File: src/rtl/regwrite_pkg.sv
// Shared constants for the register write-back queue.
// Also holds the default geometry and the entry layout for the 64-bit register bank.
package regwrite_pkg;

    localparam int DEF_DEPTH  = 4;
    localparam int DEF_ADDR_W = 5;
    localparam int DEF_DATA_W = 64;

    localparam logic REG_RW_WRITE  = 1'b0;
    localparam logic REG_RW_PASS   = 1'b1;
    localparam int   REG_ZERO_ADDR = 0;

    localparam int ENTRY_W = DEF_ADDR_W + 1 + DEF_DATA_W;

    typedef struct packed {
        logic [DEF_ADDR_W-1:0] addr;
        logic                  rw;
        logic [DEF_DATA_W-1:0] data;
    } entry_t;

endpackage

File: src/rtl/regwrite_queue_if.sv
// Producer-side handshake, drain controls, and bypass lookup bundle for regwrite_queue.
interface regwrite_queue_if #(
    parameter int DEPTH  = 4,
    parameter int ADDR_W = 5,
    parameter int DATA_W = 64
);
    localparam int CNT_W = $clog2(DEPTH) + 1;

    logic              in_valid;
    logic              in_ready;
    logic [ADDR_W-1:0] in_addr;
    logic              in_rw;
    logic [DATA_W-1:0] in_data;
    logic              out_stall;
    logic              out_E;
    logic              out_RW;
    logic [ADDR_W-1:0] out_addr;
    logic [DATA_W-1:0] out_data;
    logic [ADDR_W-1:0] byp_addr;
    logic              byp_hit;
    logic [DATA_W-1:0] byp_data;
    logic [CNT_W-1:0]  count;

    modport slave (
        input  in_valid, in_addr, in_rw, in_data, out_stall, byp_addr,
        output in_ready, out_E, out_RW, out_addr, out_data, byp_hit, byp_data, count
    );

    modport master (
        output in_valid, in_addr, in_rw, in_data, out_stall, byp_addr,
        input  in_ready, out_E, out_RW, out_addr, out_data, byp_hit, byp_data, count
    );
endinterface

File: src/rtl/regwrite_bypass_match.sv
// Newest-match search over the occupied queue slots, walking oldest to newest so
// the last hit seen (closest to wr_ptr) wins.
module regwrite_bypass_match
    import regwrite_pkg::*;
#(
    parameter int DEPTH  = 4,
    parameter int ADDR_W = 5,
    parameter int DATA_W = 64,
    parameter int PTR_W  = $clog2(DEPTH),
    parameter int CNT_W  = $clog2(DEPTH) + 1
) (
    input  logic [DEPTH-1:0][ADDR_W-1:0] ent_addr,
    input  logic [DEPTH-1:0]             ent_rw,
    input  logic [DEPTH-1:0][DATA_W-1:0] ent_data,
    input  logic [PTR_W-1:0]             rd_ptr,
    input  logic [CNT_W-1:0]             count,
    input  logic [ADDR_W-1:0]            byp_addr,
    output logic                         hit,
    output logic [DATA_W-1:0]            data
);

    logic              hit_s;
    logic [DATA_W-1:0] data_s;
    logic [PTR_W-1:0]  idx_s;

    // Priority scan over valid entries; register address zero never matches.
    always_comb begin
        hit_s  = 1'b0;
        data_s = {DATA_W{1'b0}};
        idx_s  = rd_ptr;
        for (int k = 0; k < DEPTH; k++) begin
            idx_s = rd_ptr + PTR_W'(k);
            if ((CNT_W'(k) < count) && (ent_rw[idx_s] == REG_RW_WRITE) &&
                (ent_addr[idx_s] == byp_addr) && (byp_addr != ADDR_W'(REG_ZERO_ADDR))) begin
                hit_s  = 1'b1;
                data_s = ent_data[idx_s];
            end else begin
                hit_s  = hit_s;
                data_s = data_s;
            end
        end
    end

    assign hit  = hit_s;
    assign data = data_s;

endmodule

File: src/rtl/regwrite_queue.sv
// Write-back FIFO in front of the register bank: buffers producer transactions and
// drains one per cycle onto registered dataIn/E/RW/address controls.
module regwrite_queue
    import regwrite_pkg::*;
#(
    parameter int DEPTH  = DEF_DEPTH,
    parameter int ADDR_W = DEF_ADDR_W,
    parameter int DATA_W = DEF_DATA_W
) (
    input logic          Clk,
    input logic          Rst_n,
    regwrite_queue_if.slave bus
);

    localparam int PTR_W = $clog2(DEPTH);
    localparam int CNT_W = $clog2(DEPTH) + 1;

    logic [DEPTH-1:0][ADDR_W-1:0] mem_addr_r;
    logic [DEPTH-1:0]             mem_rw_r;
    logic [DEPTH-1:0][DATA_W-1:0] mem_data_r;

    logic [PTR_W-1:0]  wr_ptr_r;
    logic [PTR_W-1:0]  rd_ptr_r;
    logic [CNT_W-1:0]  count_r;
    logic [CNT_W-1:0]  count_nxt_s;

    logic              out_e_r;
    logic              out_rw_r;
    logic [ADDR_W-1:0] out_addr_r;
    logic [DATA_W-1:0] out_data_r;

    logic in_ready_s;
    logic push_s;
    logic drop_s;
    logic enq_s;
    logic pop_s;

    assign in_ready_s = (count_r < CNT_W'(DEPTH));
    assign push_s     = bus.in_valid && in_ready_s;
    // Writes to register zero complete the handshake but are discarded.
    assign drop_s     = (bus.in_addr == ADDR_W'(REG_ZERO_ADDR)) && (bus.in_rw == REG_RW_WRITE);
    assign enq_s      = push_s && !drop_s;
    assign pop_s      = (count_r != {CNT_W{1'b0}}) && !bus.out_stall;

    // Occupancy next-state from enqueue/dequeue combination.
    always_comb begin
        count_nxt_s = count_r;
        case ({enq_s, pop_s})
            2'b10:   count_nxt_s = count_r + CNT_W'(1);
            2'b01:   count_nxt_s = count_r - CNT_W'(1);
            default: count_nxt_s = count_r;
        endcase
    end

    // Entry storage; contents are only observed through valid slots.
    always_ff @(posedge Clk) begin
        if (enq_s) begin
            mem_addr_r[wr_ptr_r] <= bus.in_addr;
            mem_rw_r[wr_ptr_r]   <= bus.in_rw;
            mem_data_r[wr_ptr_r] <= bus.in_data;
        end
    end

    // Pointer and occupancy state.
    always_ff @(posedge Clk or negedge Rst_n) begin
        if (!Rst_n) begin
            wr_ptr_r <= {PTR_W{1'b0}};
            rd_ptr_r <= {PTR_W{1'b0}};
            count_r  <= {CNT_W{1'b0}};
        end else begin
            if (enq_s) wr_ptr_r <= wr_ptr_r + PTR_W'(1);
            if (pop_s) rd_ptr_r <= rd_ptr_r + PTR_W'(1);
            count_r <= count_nxt_s;
        end
    end

    // Registered drain port; payload holds when nothing drains.
    always_ff @(posedge Clk or negedge Rst_n) begin
        if (!Rst_n) begin
            out_e_r    <= 1'b0;
            out_rw_r   <= 1'b0;
            out_addr_r <= {ADDR_W{1'b0}};
            out_data_r <= {DATA_W{1'b0}};
        end else begin
            out_e_r <= pop_s;
            if (pop_s) begin
                out_rw_r   <= mem_rw_r[rd_ptr_r];
                out_addr_r <= mem_addr_r[rd_ptr_r];
                out_data_r <= mem_data_r[rd_ptr_r];
            end
        end
    end

    regwrite_bypass_match #(
        .DEPTH  (DEPTH),
        .ADDR_W (ADDR_W),
        .DATA_W (DATA_W)
    ) u_bypass (
        .ent_addr (mem_addr_r),
        .ent_rw   (mem_rw_r),
        .ent_data (mem_data_r),
        .rd_ptr   (rd_ptr_r),
        .count    (count_r),
        .byp_addr (bus.byp_addr),
        .hit      (bus.byp_hit),
        .data     (bus.byp_data)
    );

    assign bus.in_ready = in_ready_s;
    assign bus.out_E    = out_e_r;
    assign bus.out_RW   = out_rw_r;
    assign bus.out_addr = out_addr_r;
    assign bus.out_data = out_data_r;
    assign bus.count    = count_r;

endmodule

File: src/flat_wrapper.sv
// flat-port wrapper written by rule: the top's interface ports become plain ports
module regwrite_queue_flat import regwrite_pkg::*;
#(
    parameter int DEPTH  = DEF_DEPTH,
    parameter int ADDR_W = DEF_ADDR_W,
    parameter int DATA_W = DEF_DATA_W
)
  (Clk, Rst_n, bus_in_valid, bus_in_addr, bus_in_rw, bus_in_data, bus_out_stall, bus_byp_addr, bus_in_ready, bus_out_E, bus_out_RW, bus_out_addr, bus_out_data, bus_byp_hit, bus_byp_data, bus_count);
  regwrite_queue_if #(.DEPTH(DEPTH), .ADDR_W(ADDR_W), .DATA_W(DATA_W)) bus_i ();
  input logic Clk;
  input logic Rst_n;
  input wire logic [$bits(bus_i.in_valid)-1:0] bus_in_valid;
  input wire logic [$bits(bus_i.in_addr)-1:0] bus_in_addr;
  input wire logic [$bits(bus_i.in_rw)-1:0] bus_in_rw;
  input wire logic [$bits(bus_i.in_data)-1:0] bus_in_data;
  input wire logic [$bits(bus_i.out_stall)-1:0] bus_out_stall;
  input wire logic [$bits(bus_i.byp_addr)-1:0] bus_byp_addr;
  output wire logic [$bits(bus_i.in_ready)-1:0] bus_in_ready;
  output wire logic [$bits(bus_i.out_E)-1:0] bus_out_E;
  output wire logic [$bits(bus_i.out_RW)-1:0] bus_out_RW;
  output wire logic [$bits(bus_i.out_addr)-1:0] bus_out_addr;
  output wire logic [$bits(bus_i.out_data)-1:0] bus_out_data;
  output wire logic [$bits(bus_i.byp_hit)-1:0] bus_byp_hit;
  output wire logic [$bits(bus_i.byp_data)-1:0] bus_byp_data;
  output wire logic [$bits(bus_i.count)-1:0] bus_count;
  assign bus_i.in_valid = bus_in_valid;
  assign bus_i.in_addr = bus_in_addr;
  assign bus_i.in_rw = bus_in_rw;
  assign bus_i.in_data = bus_in_data;
  assign bus_i.out_stall = bus_out_stall;
  assign bus_i.byp_addr = bus_byp_addr;
  assign bus_in_ready = bus_i.in_ready;
  assign bus_out_E = bus_i.out_E;
  assign bus_out_RW = bus_i.out_RW;
  assign bus_out_addr = bus_i.out_addr;
  assign bus_out_data = bus_i.out_data;
  assign bus_byp_hit = bus_i.byp_hit;
  assign bus_byp_data = bus_i.byp_data;
  assign bus_count = bus_i.count;
  regwrite_queue #(.DEPTH(DEPTH), .ADDR_W(ADDR_W), .DATA_W(DATA_W)) u_core (.Clk(Clk), .Rst_n(Rst_n), .bus(bus_i));
endmodule
File: config.mk
export PLATFORM = sky130hd
export DESIGN_NAME = regwrite_queue_flat
export DESIGN_NICKNAME = d
export VERILOG_FILES = /design/src/rtl/regwrite_pkg.sv /design/src/rtl/regwrite_queue_if.sv /design/src/rtl/regwrite_bypass_match.sv /design/src/rtl/regwrite_queue.sv /design/src/flat_wrapper.sv
export SDC_FILE = /design/constraint.sdc
export NUM_CORES = 1
export LEC_CHECK = 0
export CORE_ASPECT_RATIO = 1.2
export CORE_MARGIN = 5
export CORE_UTILIZATION = 45
export CTS_CLUSTER_SIZE = 28
export DETAILED_ROUTE_END_ITERATION = 10
export GPL_ROUTABILITY_DRIVEN = 0
export GPL_TIMING_DRIVEN = 0
export PLACE_DENSITY = 0.69
export SLEW_MARGIN = 10
export SYNTH_ARGS = -nofsm -noshare
export SYNTH_HDL_FRONTEND = slang
export SYNTH_SLANG_ARGS = --single-unit
File: constraint.sdc
create_clock -name Clk -period 7.4 [get_ports Clk]
set_clock_uncertainty 0.2 [all_clocks]
set_input_delay 1.11 -clock Clk [delete_from_list [all_inputs] [get_ports Clk]]
set_output_delay 1.11 -clock Clk [all_outputs]
set_load 0.01 [all_outputs]
==> metrics <==
Post-CTS Hold Fix Bufs 0; final cell count without fillers 2741; Syn Nets 1924; RSZ-0062 raised after global routing no; drt pass-1 iters 8; dominant cell type by area after synthesis edfxtp_1; Buf/Inv on CP 7; Detail Route Antenna Nets 0; grt met3 use 4.14%; Post-synth EDFFs 280; top post-synthesis cells by area edfxtp_1 (40%), mux2i_1 (10%), dfrtp_1 (9.3%), mux2_2 (7.2%), a211oi_1 (4.7%); Area Overhead vs Synth 20.5%; Yosys warnings 0; # DRC 0; die height 247 um; post-DP HPWL 47.8 mm; Final Hold Violating Endpoints 0; # placed instances 2670; drt total wl 71.8 mm; cell area after synthesis 21000 um^2; Final Max Slew Viols 0; critical path class flip-flop to output port; Pleak 0.00883 uW; Tot Pwr 10800 uW; Max Fclk 146 MHz; clock period minus worst slack 6.87 ns; total number of vias 17600; max_cap viols 0; port buffer count 213; worst hold path class flip-flop to flip-flop; mean routed wirelength per cell 26.2 um; GR Util All Layers 26.5%; register area share after synthesis 49.3%; root buffer cell clkbuf_16; Worst R2R Setup Slack 2.87 ns; maximum clock insertion buffer count 3; ys flop type edfxtp_1; worst setup margin 0.534 ns; full die area 51100 um^2; H-tree levels 2; Post-synth ARST share 21.8%; Slew @ Worst Pin 1.25 ns; ratio of cells with drive above 1 in the final layout 18.5%; Ports 219; clock sink count 358; Worst-path clk slew 0.06 ns; CTS Buf Count 38; Post-Route Setup TNS 0 ns; Mapped Cells 1836; global routing's busiest layer met2; most used cell, CP clkbuf_1; crit start category flip-flop; Setup Buffers After CTS 0; Crit path max-delay family buffers and inverters; Synth cell types 42; number of global-route vias before repair 17700; first-pass GRT wire length 106 mm; Avg Synthesized Cell Area 11.4 um^2; peak per-stage delay on the critical path 0.72 ns; CP max FO 10; worst relative slew slack 16.4%; worst path arrival time 5.56 ns; crit path capture type output port; CORE AREA 46100 um^2; top cell type's share of synthesized area 40.0%; GRT met2 Usage 44.8%; Vias/cell 6.43; initial DRC count 2021; initial antenna violation count 3; Post-layout nets 2182; gr ovfl total 0; DIE WIDTH 207 um; Post-CTS Resized 0; WP data required 6.09 ns; CP max-delay cell clkbuf_1; outcome finished clean; CTS tree built; GR Util met1 34.2%; crit-path cells buf_2 > buf_1 > clkbuf_1 > clkbuf_1 > clkbuf_1 > clkbuf_1 > a211oi_1 > o32ai_1 > clkdlybuf4s50_1; final setup fails 0; Max IR drop VDD 0.000204 V; effective utilization at floorplan 45.6%; DP Worst Slack 1.23 ns; largest net degree at the start of global routing 45; Tcrit/Tclk final 92.8%; Yosys reg bits 358; row count 86; PwrDens 427 nW/um^2; Worst-Skew Late Latency 0.54 ns
[final timing paths]
check,start,end,cells past startpoint
min in group asynchronous,Rst_n,u_core.bus.count[2],1
worst max register to register,u_core.rd_ptr_r[0],u_core.bus.out_data[62],8
worst min register to register,u_core.bus.out_data[47],u_core.bus.out_data[47],2
max in group asynchronous,Rst_n,u_core.bus.out_data[35],2
worst max-delay path,u_core.rd_ptr_r[0],bus_byp_data[18],9
worst min-delay path,u_core.bus.out_data[47],u_core.bus.out_data[47],2
[worst min-delay path, stage by stage, from the launching register on]
cell     delay [ns]
dfrtp_1        0.34
nand2_1        0.04
o21ai_0        0.05
[synthesized netlist by cell type (2+ instances only)]
library cell / count
edfxtp_1: 280
mux2i_1: 217
nand2_1: 148
o21ai_0: 139
mux2_2: 134
nor2_1: 134
a211oi_1: 131
a21oi_1: 130
clkbuf_1: 89
dfrtp_1: 78
o221a_2: 63
o32ai_1: 63
a211oi_2: 59
buf_2: 49
buf_1: 28
xnor2_1: 24
ha_1: 9
buf_6: 8
nor3_1: 8
mux4_2: 7
inv_1: 6
xor2_1: 6
and2_1: 4
clkinv_1: 2
o211ai_1: 2
or4_1: 2
[power by group]
part	internal, uW	switching (uW)
Combinational	2470	3570
Sequential	2610	223
Clock	1130	803
Total	6200	4600
[per-layer routing]
metal | wire, um | up-vias | share of wire, %
met5 | 31 | - | 0.043
met4 | 3300 | 4 | 4.6
met3 | 6340 | 236 | 8.8
met2 | 34000 | 1119 | 47
met1 | 28100 | 8591 | 39
li1 | - | 7678 | -
[cell families after synthesis]
logic type | after synthesis | synth area share, %
buf+inv | 183 | 3.87
compound gates | 595 | 21.0
fa+ha+maj | 9 | 0.536
xor+xnor | 30 | 1.25
mux | 358 | 18.3
flops | 358 | 49.3
simple gates | 303 | 5.68
[area by class of cell]
class / instances / area, um^2
tap: 616 / 771
clock inverter: 11 / 86.3
sequential: 358 / 10400
antenna: 1 / 2.50
clock buffer: 59 / 1170
multi-input combinational: 1295 / 9830
timing repair buffer: 218 / 2260
inverter: 8 / 30.0
fill: 3966 / 20800
buffer: 175 / 782
[metrics by stage]
stage / util, % / hold slack, ns / area (um^2)
after floorplan: - / 0.314 / 21000
after global placement: 51.9 / 0.264 / 23900
after detailed placement: 52.2 / 0.266 / 24000
after CTS: 54.9 / 0.282 / 25300
after global routing: 54.9 / 0.316 / 25300
final: 54.9 / 0.278 / 25300
[registers in the layout, indices dropped and copies added, names as in the netlist]
signal,count
u_core.bus.out_E,1
u_core.bus.out_RW,1
u_core.bus.count,3
u_core.mem_addr_r,20
u_core.mem_rw_r,4
u_core.mem_data_r,256
u_core.rd_ptr_r,2
u_core.wr_ptr_r,2
u_core.bus.out_addr,5
u_core.bus.out_data,64
[cell usage in the layout (no fill, tap or decap), types with 41 or more instances in the layout]
master	n
a211oi_2	59
nand2_1	148
a21oi_1	130
buf_2	49
o221a_2	63
edfxtp_1	280
mux2_2	134
clkbuf_16	41
o32ai_1	63
a211oi_1	131
o21ai_0	139
clkdlybuf4s50_1	212
nor2_1	134
dfrtp_1	78
clkbuf_1	99
mux2i_1	217
Note: power is estimated with default switching activity, not from simulation.
